`config.mk`:
```
export PLATFORM = sky130hd
export DESIGN_NAME = mar_ram_unit
export DESIGN_NICKNAME = d
export VERILOG_FILES = /design/src/rtl/mar_ram_unit.sv
export SDC_FILE = /design/constraint.sdc
export NUM_CORES = 1
export LEC_CHECK = 0
export CAP_MARGIN = 0
export CORE_MARGIN = 1
export CORE_UTILIZATION = 34
export CTS_CLUSTER_SIZE = 28
export DETAILED_ROUTE_END_ITERATION = 6
export PLACE_DENSITY = 0.64
export SYNTH_ARGS = -nofsm -noshare
export SYNTH_HDL_FRONTEND = slang
export SYNTH_SLANG_ARGS = --single-unit
```
`constraint.sdc`:
```
create_clock -name clk -period 2.1 [get_ports clk]
set_input_delay 0.21 -clock clk [delete_from_list [all_inputs] [get_ports clk]]
set_output_delay 0.21 -clock clk [all_outputs]
set_load 0.1 [all_outputs]
```
`src/rtl/mar_ram_unit.sv`:
```
// ============================================================================
// Module      : mar_ram_unit
// Description : Memory stage holding the MAR, the MDR and a small program/data
//               RAM, plus a byte-stream loader that fills the RAM from
//               address 0 while the CPU is held.
// Revision    : 1.0 - initial release
// ============================================================================
`default_nettype none

module mar_ram_unit #(
    parameter int ADDR_W = 4,
    parameter int DATA_W = 8
) (
    input  logic              clk,
    input  logic              rst_n,
    input  logic [DATA_W-1:0] bus_in,
    input  logic              mar_addr_load_n,
    input  logic              mdr_load_n,
    input  logic              ram_en_n,
    input  logic              ram_load_n,
    output logic [DATA_W-1:0] bus_out,
    output logic              bus_oe,
    input  logic              prog_mode,
    input  logic              prog_valid,
    input  logic [DATA_W-1:0] prog_data,
    output logic              prog_ready,
    output logic              prog_done,
    output logic              cpu_hold,
    output logic [ADDR_W-1:0] mar_q,
    output logic [DATA_W-1:0] mdr_q
);

    localparam int DEPTH = 2 ** ADDR_W;

    typedef enum logic [1:0] {
        RUN       = 2'd0,
        PROG_IDLE = 2'd1,
        PROG_FULL = 2'd2
    } state_t;

    state_t            state_q, state_d;
    logic [ADDR_W-1:0] prog_addr_q, prog_addr_d;
    logic              prog_we;
    logic              cpu_we;

    logic [DATA_W-1:0] mem [DEPTH];

    // Loader FSM: next state, next loader address and loader write strobe.
    always_comb begin
        state_d     = state_q;
        prog_addr_d = prog_addr_q;
        prog_we     = 1'b0;
        case (state_q)
            RUN: begin
                if (prog_mode) begin
                    state_d     = PROG_IDLE;
                    prog_addr_d = '0;
                end
            end
            PROG_IDLE: begin
                // Leaving program mode wins over a byte offered in the same cycle.
                if (!prog_mode) begin
                    state_d     = RUN;
                    prog_addr_d = '0;
                end else if (prog_valid) begin
                    prog_we     = 1'b1;
                    prog_addr_d = prog_addr_q + 1'b1;
                    if (prog_addr_q == {ADDR_W{1'b1}}) begin
                        state_d = PROG_FULL;
                    end
                end
            end
            PROG_FULL: begin
                if (!prog_mode) begin
                    state_d     = RUN;
                    prog_addr_d = '0;
                end
            end
            default: begin
                state_d     = RUN;
                prog_addr_d = '0;
            end
        endcase
    end

    // CPU writes only count while the CPU owns the RAM.
    assign cpu_we = (state_q == RUN) && !ram_load_n;

    // FSM state and loader address registers.
    always_ff @(posedge clk) begin
        if (!rst_n) begin
            state_q     <= RUN;
            prog_addr_q <= '0;
        end else begin
            state_q     <= state_d;
            prog_addr_q <= prog_addr_d;
        end
    end

    // MAR/MDR capture from the bus; frozen while the loader owns the RAM.
    always_ff @(posedge clk) begin
        if (!rst_n) begin
            mar_q <= '0;
            mdr_q <= '0;
        end else if (state_q == RUN) begin
            if (!mar_addr_load_n) begin
                mar_q <= bus_in[ADDR_W-1:0];
            end
            if (!mdr_load_n) begin
                mdr_q <= bus_in;
            end
        end
    end

    // RAM write port; contents survive reset but no write happens during it.
    // CPU writes use the pre-edge MAR/MDR, so same-cycle loads see old values.
    always_ff @(posedge clk) begin
        if (rst_n) begin
            if (prog_we) begin
                mem[prog_addr_q] <= prog_data;
            end else if (cpu_we) begin
                mem[mar_q] <= mdr_q;
            end
        end
    end

    // Combinational read path and status outputs decoded from the state register.
    always_comb begin
        bus_oe     = (state_q == RUN) && !ram_en_n;
        bus_out    = bus_oe ? mem[mar_q] : '0;
        prog_ready = (state_q == PROG_IDLE);
        prog_done  = (state_q == PROG_FULL);
        cpu_hold   = (state_q != RUN);
    end

endmodule

`default_nettype wire

```
==> impl_metrics.toml, run 1 <==
[synth]
synth_edf_count = 128
yosysWarnings = 0
synth_nets = 369
synth_area_leaders = "edfxtp_1 63%, mux4_2 12%, dfxtp_1 7.2%, mux2i_1 2.8%, nor2_1 1.6%"
synth_cells = 344
syn_area_mm2 = 0.00608
yosysSeqAreaShare = 0.705
ys_seq_elements = 150
synth_top_flop_cell = "edfxtp_1"
async_flop_share = 0
avgSynthCellArea_um2 = 17.7
synth_top_area_cell = "edfxtp_1"
synth.distinct_cells = 38
synth_top_area_share = 0.632

[sta]
rsz0062_at_grt = "yes"
period_needed_ps = 2280
setup_ws_ps = -184
fmax_mhz = 438
finalMaxSlewViolations = 0
hold_viol_final = 0
relSlewSlack = 0.674
hold_ws_ps = 357
skew_ps = 5.27
finalSetupViolCount = 8
setup_tns_ps = -1320
fin_crit_sh = 1.09
worst_pin_slew_ps = 488

[clock_network]
cts_buffers = 17
holdBufCountCts = 0
cts_max_path_buffers = 2
htree_levels = 4
clk_latency_ps = 420
cts_sinks = 150
root_buffer = "clkbuf_16"
clk_pin_slew_worst_paths_ps = 60
cts_tree = "done"

[routing]
wl_per_cell_um = 20.5
route.vias.total = 3533
drc = 0
vias_per_cell = 5.19
dr.first_iter.drc_count = 269
routed_wl_um = 14000
first_pass_iters = 5
ant_nets = 0

[placed_design]
dp_hpwl_um = 9800
place_inst = 647
routabilityCongestion = 0.768
place.port_buffers = 47

[min_path]
hold_class = "input pin to flip-flop"
holdCritStartpoint = "bus_in[4]"

[power]
vdd_ir_drop_max_mv = 0.477
p_per_area_mw_per_mm2 = 891
p_leak_uw = 0.00268

[final_layout]
mostFrequentLayoutCell = "edfxtp_1"
fill_cells = 1456
drive_gt1_frac = 0.382
synthToLayoutAreaGrowth_pct = 33.2
final_util = 0.467
mostFrequentLayoutCells = "128 x edfxtp_1, 55 x buf_4, 32 x mux4_2, 25 x nor2_1, 23 x clkdlybuf4s50_1"
finalNetCount = 468
antenna_cells = 0
fin_cells = 681

[global_routing]
grt_start_max_net_pins = 25
overflow = 0
antenna_found_initial = 0
grt_usage = 0.167
grt_pass1_vias = 3729
grt_first_pass_wirelength_um = 21500

[setup_path]
cp-end-kind = "output port"
r2r_start = "state_q[1]$_SDFFE_PN0P_"
arrival_ps = 2070
criticalPathCategory = "flip-flop to output port"
crit_fanout = 11
critPathLaunchType = "flip-flop"
critPathRequiredTime_ps = 1890

[die]
placement_rows = 48
die_x_um = 136
coreArea_mm2 = 0.0174
die-area_mm2 = 0.0184
io_pins = 48
die_h_um = 136
start_util = 0.350

[status]
status = "complete, but fails checks"
violations = "negative setup slack"

[job]
cap_viol_max_count = 0
-- worst paths after layout --
kind | to | slack [ps] | depth (start not counted)
worst max-delay path | bus_out[3] | -180 | 6
worst min-delay path | mdr_q[4]$_SDFFE_PN0P_ | 360 | 3
worst max register to register | mem[15][1]$_DFFE_PP_ | 150 | 6
worst min register to register | state_q[0]$_SDFFE_PN0P_ | 540 | 1
-- cell families (layout without fill, tap and decap cells) --
group	count (synthesis)	after routing	share of synthesized area
compound gates	48	48	0.0529
xor+xnor	4	4	0.00576
fa+ha+maj	1	1	0.00206
buf+inv	18	130	0.0187
flops	150	150	0.705
mux	57	57	0.161
simple gates	66	66	0.0547
-- what timing repair did --
item                                    in CTS  in global routing
endpoints found under the setup margin       8                  8
cloned                                       1                  0
setup buffers                                0                  1
resized for setup                           19                  5
-- worst max-delay path, cell delays in order, from the launching register on --
cell and delay (ps):
dfxtp_4 430, buf_12 170, mux4_2 510, mux2i_1 140, buf_4 140, o22ai_4 80
buf_12 180
-- stage by stage --
stage	power [µW]	setup slack (ps)	instance area, µm²
2_1_floorplan	3880	-154	6220
4_1_cts	7240	-231	8060
3_5_place_dp	4160	-119	7350
3_3_place_gp	4150	-69.7	7350
5_1_grt	7420	-272	8100
6_report	7210	-184	8100
-- report_power, final --
group,internal [µW],switching [µW]
registers,3280,39.2
logic,329,487
clock network,1970,1100
total,5580,1630
-- flip-flops by register name, summed over array words and instances (netlist names), named ones only --
name / flops
mem: 128
state_q: 2
mdr_q: 8
mar_q: 4
prog_addr_q: 4
-- area by class of cell --
type	count	area [µm²]	area share
timing repair buffer	96	993	0.123
tap	225	282	0.0348
clock inverter	11	156	0.0193
sequential	150	4290	0.530
multi-input combinational	176	1930	0.238
inverter	2	7.51	0.000927
clock buffer	21	440	0.0544
-- synthesized netlist by cell type (4+ instances only) --
master    instances
a21boi_0         12
a31oi_2           4
buf_2             7
buf_4             4
dfxtp_1          22
edfxtp_1        128
mux2_2            8
mux2i_1          17
mux4_2           32
nand2_1          19
nor2_1           26
nor3b_1           6
o21ai_0          14
o21ai_1           4
o22ai_1           8
-- layer usage --
| layer | vias up | share of wire | track usage |
|---|---|---|---|
| met5 | - | 0 | 0 |
| met4 | 0 | 0.023 | 0.0687 |
| met3 | 24 | 0.061 | 0.0415 |
| met2 | 130 | 0.49 | 0.267 |
| met1 | 1808 | 0.43 | 0.215 |
| li1 | 1571 | - | - |
(Power assumes the default switching activity.)
==> inputs of run 2 (changes only) <==
--- a/config.mk
+++ b/config.mk
@@ -8,6 +8,7 @@
 export CAP_MARGIN = 0
 export CORE_MARGIN = 1
 export CORE_UTILIZATION = 34
+export CTS_CLUSTER_DIAMETER = 150
 export CTS_CLUSTER_SIZE = 28
 export DETAILED_ROUTE_END_ITERATION = 6
 export PLACE_DENSITY = 0.64
==> results of run 2 <==
Final layout, timing and power as in run 1 (identical DEF).
